===== config.mk =====
export PLATFORM = sky130hd
export DESIGN_NAME = iex_multicycle_flat
export DESIGN_NICKNAME = d
export VERILOG_FILES = /design/src/rtl/iex_multicycle_if.sv /design/src/rtl/iex_multicycle.sv /design/src/flat_wrapper.sv
export SDC_FILE = /design/constraint.sdc
export NUM_CORES = 1
export LEC_CHECK = 0
export BUFFER_PORTS_ARGS = -buffer_cell sky130_fd_sc_hd__buf_2
export CAP_MARGIN = 20
export CORE_MARGIN = 2
export CORE_UTILIZATION = 45
export CTS_CLUSTER_DIAMETER = 150
export DETAILED_ROUTE_END_ITERATION = 6
export HOLD_SLACK_MARGIN = 0.15
export PLACE_DENSITY = 0.73
export SYNTH_ARGS = -nofsm -noshare
export SYNTH_HDL_FRONTEND = slang
export SYNTH_SLANG_ARGS = --single-unit

===== constraint.sdc =====
create_clock -name Clk -period 3.3 [get_ports Clk]
set_clock_uncertainty 0.2 [all_clocks]
set_input_delay 0.33 -clock Clk [delete_from_list [all_inputs] [get_ports Clk]]
set_output_delay 0.33 -clock Clk [all_outputs]
set_load 0.02 [all_outputs]

===== src/rtl/iex_multicycle_if.sv =====
// Execute-stage bus: issue side (InValid, operands, Control) and
// result side (Stall, OutValid, Result/HiOut, registered controls).
interface iex_multicycle_if #(
   parameter int WIDTH = 32,
   parameter int SAW   = 5
);
   logic             InValid;
   logic [WIDTH-1:0] Op1;
   logic [WIDTH-1:0] Op2;
   logic [SAW-1:0]   SA;
   logic [4:0]       DstIn;
   logic [WIDTH-1:0] StoreValIn;
   logic [31:0]      Control;
   logic             Stall;
   logic             OutValid;
   logic [WIDTH-1:0] Result;
   logic [WIDTH-1:0] HiOut;
   logic [4:0]       DstOut;
   logic             WriteBack;
   logic [WIDTH-1:0] ExStoreValOut;
   logic             isMemRead;
   logic             isMemWrite;

   modport master (
      output InValid, Op1, Op2, SA, DstIn, StoreValIn, Control,
      input  Stall, OutValid, Result, HiOut, DstOut, WriteBack,
      input  ExStoreValOut, isMemRead, isMemWrite
   );

   modport slave (
      input  InValid, Op1, Op2, SA, DstIn, StoreValIn, Control,
      output Stall, OutValid, Result, HiOut, DstOut, WriteBack,
      output ExStoreValOut, isMemRead, isMemWrite
   );
endinterface


===== src/rtl/iex_multicycle.sv =====
// Execute stage: 1-cycle ALU/shift/address ops, iterative mul/div.
// Ports: Clk, Reset (sync, active-high), bus (slave side of the bus).
module iex_multicycle #(
   parameter int WIDTH = 32,
   parameter int SAW   = 5,
   parameter int IMMW  = 16
) (
   input logic             Clk,
   input logic             Reset,
   iex_multicycle_if.slave bus
);
   localparam int W = WIDTH;

   typedef enum logic [1:0] {IDLE, MUL, DIV, FIN} state_t;

   state_t         state_q, state_d;
   logic [SAW-1:0] cnt_q, cnt_d;
   // lo: multiplier bits / dividend shifting into quotient
   // hi: partial product high half / partial remainder
   logic [W-1:0]   lo_q, lo_d;
   logic [W-1:0]   hi_q, hi_d;
   logic [W-1:0]   opb_q, opb_d;
   logic           is_div_q, is_div_d;
   logic           neg_q, neg_d;
   logic           negr_q, negr_d;
   logic           dz_q, dz_d;
   logic           wb_q, wb_d;
   logic [4:0]     dst_q, dst_d;
   logic [W-1:0]   sv_q, sv_d;

   logic           ov_q, ov_d;
   logic [W-1:0]   res_q, res_d;
   logic [W-1:0]   hio_q, hio_d;
   logic [4:0]     dsto_q, dsto_d;
   logic           wbo_q, wbo_d;
   logic [W-1:0]   svo_q, svo_d;
   logic           mr_q, mr_d;
   logic           mw_q, mw_d;

   logic [31:0]    c;
   logic           s1, s2;
   logic [W-1:0]   abs1, abs2;
   logic [W-1:0]   imm_ext, sra, alu;
   logic [W-1:0]   madd;
   logic [W:0]     msum;
   logic [W+1:0]   trial;
   logic [2*W-1:0] prod, prod_n;
   logic [W-1:0]   quo, rem;
   logic           unused_bits;

   assign c    = bus.Control;
   assign s1   = ~c[0] & bus.Op1[W-1];
   assign s2   = ~c[0] & bus.Op2[W-1];
   assign abs1 = s1 ? -bus.Op1 : bus.Op1;
   assign abs2 = s2 ? -bus.Op2 : bus.Op2;

   assign imm_ext = {{(W-IMMW){bus.Op2[IMMW-1]}},
                     bus.Op2[IMMW-1:0]};
   assign sra     = $unsigned($signed(bus.Op2) >>> bus.SA);

   // Disabled units contribute zero, enabled ones are OR-ed.
   assign alu =
        ({W{c[1]}} & (bus.Op1 + bus.Op2))
      | ({W{c[2]}} & (bus.Op1 - bus.Op2))
      | ({W{c[5]}} & (bus.Op1 & bus.Op2))
      | ({W{c[6]}} & (bus.Op1 | bus.Op2))
      | ({W{c[7]}} & ~(bus.Op1 | bus.Op2))
      | ({W{c[8]}} & (bus.Op1 ^ bus.Op2))
      | ({W{c[9]}} & (bus.Op2 << bus.SA))
      | ({W{c[10] | c[11]}} &
         (c[11] ? sra : bus.Op2 >> bus.SA))
      | ({W{c[13] | c[14]}} & (bus.Op1 + imm_ext));

   // Shift-add: add multiplicand on lo[0], shift {sum, lo} right.
   assign madd = lo_q[0] ? opb_q : {W{1'b0}};
   assign msum = {1'b0, hi_q} + {1'b0, madd};

   // Restoring step: MSB of trial is the borrow (no subtract).
   assign trial = {1'b0, hi_q, lo_q[W-1]} - {2'b00, opb_q};

   assign prod   = {hi_q, lo_q};
   assign prod_n = neg_q ? -prod : prod;
   assign quo    = dz_q ? {W{1'b1}} : (neg_q ? -lo_q : lo_q);
   assign rem    = negr_q ? -hi_q : hi_q;

   assign unused_bits = ^{c[30:15], c[12], trial[W]};

   always_comb begin
      state_d  = state_q;
      cnt_d    = cnt_q;
      lo_d     = lo_q;
      hi_d     = hi_q;
      opb_d    = opb_q;
      is_div_d = is_div_q;
      neg_d    = neg_q;
      negr_d   = negr_q;
      dz_d     = dz_q;
      wb_d     = wb_q;
      dst_d    = dst_q;
      sv_d     = sv_q;
      ov_d     = 1'b0;
      wbo_d    = 1'b0;
      mr_d     = 1'b0;
      mw_d     = 1'b0;
      res_d    = res_q;
      hio_d    = hio_q;
      dsto_d   = dsto_q;
      svo_d    = svo_q;
      unique case (state_q)
         IDLE: begin
            if (bus.InValid) begin
               if (c[3] | c[4]) begin
                  lo_d     = abs1;
                  opb_d    = abs2;
                  hi_d     = '0;
                  is_div_d = ~c[3];
                  neg_d    = s1 ^ s2;
                  negr_d   = s1;
                  dz_d     = ~c[3] & (bus.Op2 == '0);
                  wb_d     = c[31];
                  dst_d    = bus.DstIn;
                  sv_d     = bus.StoreValIn;
                  cnt_d    = SAW'(W - 1);
                  state_d  = c[3] ? MUL : DIV;
               end else begin
                  ov_d   = 1'b1;
                  res_d  = alu;
                  hio_d  = '0;
                  dsto_d = bus.DstIn;
                  svo_d  = bus.StoreValIn;
                  wbo_d  = c[31];
                  mr_d   = c[13];
                  mw_d   = c[14];
               end
            end
         end
         MUL: begin
            hi_d  = msum[W:1];
            lo_d  = {msum[0], lo_q[W-1:1]};
            cnt_d = cnt_q - SAW'(1);
            if (cnt_q == '0)
               state_d = FIN;
         end
         DIV: begin
            hi_d  = trial[W+1] ? {hi_q[W-2:0], lo_q[W-1]}
                               : trial[W-1:0];
            lo_d  = {lo_q[W-2:0], ~trial[W+1]};
            cnt_d = cnt_q - SAW'(1);
            if (cnt_q == '0)
               state_d = FIN;
         end
         FIN: begin
            ov_d    = 1'b1;
            wbo_d   = wb_q;
            dsto_d  = dst_q;
            svo_d   = sv_q;
            res_d   = is_div_q ? quo : prod_n[W-1:0];
            hio_d   = is_div_q ? rem : prod_n[2*W-1:W];
            state_d = IDLE;
         end
         default: state_d = IDLE;
      endcase
   end

   always_ff @(posedge Clk) begin
      if (Reset) begin
         state_q <= IDLE;
         cnt_q   <= '0;
      end else begin
         state_q <= state_d;
         cnt_q   <= cnt_d;
      end
   end

   always_ff @(posedge Clk) begin
      if (Reset) begin
         lo_q     <= '0;
         hi_q     <= '0;
         opb_q    <= '0;
         is_div_q <= 1'b0;
         neg_q    <= 1'b0;
         negr_q   <= 1'b0;
         dz_q     <= 1'b0;
         wb_q     <= 1'b0;
         dst_q    <= '0;
         sv_q     <= '0;
         ov_q     <= 1'b0;
         res_q    <= '0;
         hio_q    <= '0;
         dsto_q   <= '0;
         wbo_q    <= 1'b0;
         svo_q    <= '0;
         mr_q     <= 1'b0;
         mw_q     <= 1'b0;
      end else begin
         lo_q     <= lo_d;
         hi_q     <= hi_d;
         opb_q    <= opb_d;
         is_div_q <= is_div_d;
         neg_q    <= neg_d;
         negr_q   <= negr_d;
         dz_q     <= dz_d;
         wb_q     <= wb_d;
         dst_q    <= dst_d;
         sv_q     <= sv_d;
         ov_q     <= ov_d;
         res_q    <= res_d;
         hio_q    <= hio_d;
         dsto_q   <= dsto_d;
         wbo_q    <= wbo_d;
         svo_q    <= svo_d;
         mr_q     <= mr_d;
         mw_q     <= mw_d;
      end
   end

   assign bus.Stall         = (state_q != IDLE);
   assign bus.OutValid      = ov_q;
   assign bus.Result        = res_q;
   assign bus.HiOut         = hio_q;
   assign bus.DstOut        = dsto_q;
   assign bus.WriteBack     = wbo_q;
   assign bus.ExStoreValOut = svo_q;
   assign bus.isMemRead     = mr_q;
   assign bus.isMemWrite    = mw_q;
endmodule


===== src/flat_wrapper.sv =====
// flat-port wrapper written by rule: the top's interface ports become plain ports
module iex_multicycle_flat 
#(
   parameter int WIDTH = 32,
   parameter int SAW   = 5,
   parameter int IMMW  = 16
)
  (Clk, Reset, bus_InValid, bus_Op1, bus_Op2, bus_SA, bus_DstIn, bus_StoreValIn, bus_Control, bus_Stall, bus_OutValid, bus_Result, bus_HiOut, bus_DstOut, bus_WriteBack, bus_ExStoreValOut, bus_isMemRead, bus_isMemWrite);
  iex_multicycle_if #(.WIDTH(WIDTH), .SAW(SAW)) bus_i ();
  input logic Clk;
  input logic Reset;
  input wire logic [$bits(bus_i.InValid)-1:0] bus_InValid;
  input wire logic [$bits(bus_i.Op1)-1:0] bus_Op1;
  input wire logic [$bits(bus_i.Op2)-1:0] bus_Op2;
  input wire logic [$bits(bus_i.SA)-1:0] bus_SA;
  input wire logic [$bits(bus_i.DstIn)-1:0] bus_DstIn;
  input wire logic [$bits(bus_i.StoreValIn)-1:0] bus_StoreValIn;
  input wire logic [$bits(bus_i.Control)-1:0] bus_Control;
  output wire logic [$bits(bus_i.Stall)-1:0] bus_Stall;
  output wire logic [$bits(bus_i.OutValid)-1:0] bus_OutValid;
  output wire logic [$bits(bus_i.Result)-1:0] bus_Result;
  output wire logic [$bits(bus_i.HiOut)-1:0] bus_HiOut;
  output wire logic [$bits(bus_i.DstOut)-1:0] bus_DstOut;
  output wire logic [$bits(bus_i.WriteBack)-1:0] bus_WriteBack;
  output wire logic [$bits(bus_i.ExStoreValOut)-1:0] bus_ExStoreValOut;
  output wire logic [$bits(bus_i.isMemRead)-1:0] bus_isMemRead;
  output wire logic [$bits(bus_i.isMemWrite)-1:0] bus_isMemWrite;
  assign bus_i.InValid = bus_InValid;
  assign bus_i.Op1 = bus_Op1;
  assign bus_i.Op2 = bus_Op2;
  assign bus_i.SA = bus_SA;
  assign bus_i.DstIn = bus_DstIn;
  assign bus_i.StoreValIn = bus_StoreValIn;
  assign bus_i.Control = bus_Control;
  assign bus_Stall = bus_i.Stall;
  assign bus_OutValid = bus_i.OutValid;
  assign bus_Result = bus_i.Result;
  assign bus_HiOut = bus_i.HiOut;
  assign bus_DstOut = bus_i.DstOut;
  assign bus_WriteBack = bus_i.WriteBack;
  assign bus_ExStoreValOut = bus_i.ExStoreValOut;
  assign bus_isMemRead = bus_i.isMemRead;
  assign bus_isMemWrite = bus_i.isMemWrite;
  iex_multicycle #(.WIDTH(WIDTH), .SAW(SAW), .IMMW(IMMW)) u_core (.Clk(Clk), .Reset(Reset), .bus(bus_i));
endmodule

==> results by group <==
Setup path
  • Setup crit start kind: flip-flop
  • Crit path kind: flip-flop to flip-flop
  • Worst-path fanout max: 5
  • Critical Path Slowest Stage Cell: sky130_fd_sc_hd__nor4_4
  • CP required: between 3000 and 4000 ps
  • Category of cells accounting for the largest share of critical-path delay: compound AO/OA/AOI/OAI gates
  • Critical path's most frequent cell: sky130_fd_sc_hd__buf_4
  • Stage delay of the slowest cell on the critical path: about 450 ps
  • Cell chain of the critical path: inv_4 > buf_12 > buf_4 > nor2_1 > ha_1 > buf_4 > a21oi_2 > o22ai_2 > a22oi_1 > buf_4 > nor4_4 > o21ai_4 > a21oi_2 > a311oi_2 > o21a_1 > o22ai_1
  • Buffers & Inverters on Critical Path: 5
  • Data arrival time of the critical path: between 3000 and 4000 ps
  • Worst setup EP type: flip-flop

Drt
  • Detailed-router iteration count before antenna repair: 7
  • Routed wire length: between 100000 and 150000 µm
  • Antenna violation net count after detailed routing: 0
  • Count of routing violations after the opening detailed-route iteration: between 3000 and 4000
  • Wire length per cell after detailed routing: roughly 24 µm
  • Total vias in the final route: roughly 32000
  • Detailed-route vias per instance: 6.281
  • DRC violation count after routing: 3

Global routing
  • Wire length of the first global-routing pass: 180900 µm
  • Global-route congestion overflow total: 0
  • Antenna violations before repair: 2
  • Via count of the first global-routing pass: 29420
  • Largest net degree at the start of global routing: ~120
  • Total GRT Usage: about two fifths

Yosys
  • Sequential share of the synthesized area: between 10% and 20%
  • Syn_area_per_cell: roughly 7.4 µm²
  • Cells taking the most area after synthesis: sky130_fd_sc_hd__dfxtp_1, sky130_fd_sc_hd__ha_1, sky130_fd_sc_hd__a21oi_1
  • Proportion of register bits with asynchronous set or reset after synthesis: 0%
  • Top cell type by total area after synthesis: sky130_fd_sc_hd__dfxtp_1
  • Fraction of post-synthesis cell area in the top cell type by area: 18.88%
  • Unique cell type count in the Yosys netlist: ~110
  • Synthesized flop and latch total: 250
  • Warning count from the yosys run: 0
  • Most used standard cells in the synthesized netlist: sky130_fd_sc_hd__nand2_1, sky130_fd_sc_hd__nor2_1, sky130_fd_sc_hd__a21oi_1
  • Most frequent cell after synthesis: sky130_fd_sc_hd__nand2_1
  • Post-synthesis instance area: ~27000 µm²
  • Synthesized instance count: between 3000 and 4000
  • Syn_nets: about 3900
  • Dominant register cell in the synthesized netlist: sky130_fd_sc_hd__dfxtp_1
  • Number of synthesized flops with an enable pin: 0

Finish
  • Core occupancy in the finished layout: 59.53%
  • Fraction of final layout cells sized beyond drive strength 1: 25.77%
  • Layout Area Growth over Synthesis: 30.29%
  • Non-filler instance count after layout: 5036
  • Filler instances: around 5400
  • Post-layout nets: 4577

STA
  • Highest attainable clock frequency: roughly 300 MHz
  • Final number of setup-violating endpoints: 0
  • Max Slew Vio Count: 0
  • Worst slew margin relative to its limit: 34.63%
  • Worst setup slack after layout: approximately 21 ps
  • Unrepaired setup endpoints after global routing: true
  • Endpoints failing hold: 0
  • Minimum hold slack: between 150 and 200 ps
  • Final worst path period share: around 100%
  • Crit path time final: about 3300 ps
  • Slew at the pin with the worst max-slew slack: 980.5 ps

Clock tree
  • Clock root buffer: sky130_fd_sc_hd__clkbuf_16
  • Number of buffers on the longest clock path: 3
  • Number of buffers created by CTS: 29
  • Sinks on the clock net: 250
  • CTS HTree Levels: 1
  • Clock tree from TritonCTS: done
  • Clk pin slew, worst setup/hold paths: approximately 60 ps
  • Clock latency of the later-clocked register in the worst-skew pair: 590 ps

Floorplanning
  • Width of the die: between 200 and 250 µm
  • Core area: 58030 µm²
  • Starting Density: between 40% and 50%
  • Die area: about 60000 µm²
  • Number of placement rows: 88
  • Floorplan die height: 246.7 µm
  • Number of primary I/O pins: 247

Hold path
  • Hold crit path type: input pin to flip-flop

Power
  • Power density relative to cell area: between 400 and 500 nW/µm²
  • IR drop worst, VDD: between 0.5 and 0.6 mV
  • Leak Pwr: between 15 and 20 nW

Placed design
  • Final RePlAce weighted congestion: approximately 1.1
  • Setup Slack @ Placement: -592.2 ps
  • # port buffers: 229
  • HPWL after detailed placement: 96370 µm
  • Instance count after placement with tap cells included: just under 5000

Status
  • Violated checks: design-rule violations
  • Outcome: complete, but fails checks

Run
  • Maxcap violations: 0
path summary, 6_finish.rpt:
kind,start,endpoint,cells past startpoint,slack [ps]
setup / recovery,u_core.lo_q[0],u_core.hi_q[31],16,20
hold / removal,bus_Op1[8],u_core.lo_q[8],6,190
setup reg to reg,u_core.lo_q[0],u_core.hi_q[31],16,20
hold reg to reg,u_core.bus.Result[1],u_core.bus.Result[1],2,250
where the power goes:
group	internal, mW	switching, mW	total (mW)
clock	2.03	1.43	3.46
sequential	3.56	0.565	4.12
combinational	3.43	5.14	8.57
layout make-up:
class / count / area, µm² / share of cell area [%]
Clock inverter: 12 / 161.4 / 0.4672
Multi-Input combinational cell: 2875 / 20220 / 58.54
Tap cell: 765 / 957.2 / 2.771
Antenna cell: 3 / 7.507 / 0.02173
Sequential cell: 250 / 5009 / 14.50
Inverter: 172 / 648.1 / 1.876
Timing Repair Buffer: 919 / 6691 / 19.37
Clock buffer: 40 / 847.1 / 2.452
cell families after synthesis:
family | share of synthesized area [%]
compound gates | 30.16
fa+ha+maj | 9.033
buf+inv | 6.479
simple gates | 19.24
mux | 10.08
flops | 18.88
xor+xnor | 6.144
metrics by stage:
step | area, µm² | power, mW | TNS, ps
floorplan | 26530 | 9.002 | 0
global placement | 32470 | 12.09 | -4925
detailed placement | 32470 | 12.17 | -5817
CTS | 34150 | 15.74 | 0
global route | 34540 | 16.93 | -574.8
finish | 34540 | 16.15 | 0
registers in the layout, summed over array words and instances, names as in the netlist, 5 cells and up:
register,flops
u_core.bus.Result,32
u_core.cnt_q,5
u_core.bus.HiOut,32
u_core.hi_q,32
u_core.lo_q,32
u_core.sv_q,32
u_core.bus.DstOut,5
u_core.dst_q,5
u_core.opb_q,32
u_core.bus.ExStoreValOut,32
tightest hold or removal path, delay by kind of cell:
kind	cells	cell delay, ps
compound gates	2	210
xor+xnor	1	80
buf+inv	3	310
cells in the final DEF (no fill, tap or decap), drive strengths merged, types with 123 or more instances in the layout:
cell | synthesis | final
nand2 | 373 | 373
nor2 | 361 | 361
a21oi | 306 | 306
dfxtp | 250 | 250
ha | 185 | 185
mux2i | 133 | 133
buf | 62 | 858
inv | 171 | 173
o21ai | 235 | 235
xnor2 | 123 | 123
what timing repair did:
action,in CTS,in global routing
gates cloned,0,1
endpoints found under the setup margin,20,31
setup buffers,1,7
hold endpoints to repair,133,0
gates resized for setup,16,64
hold buffers,60,0
pin swaps,4,27
per-layer routing:
layer / up-vias / wire length [µm] / GRT usage [%]
li1: 14510 / - / -
met1: 14920 / 48490 / 49.58
met2: 1804 / 55450 / 62.86
met3: 398 / 11010 / 5.958
met4: 2 / 7746 / 20.62
met5: - / 10 / 0
No activity file was read; power rests on OpenSTA's default activity.
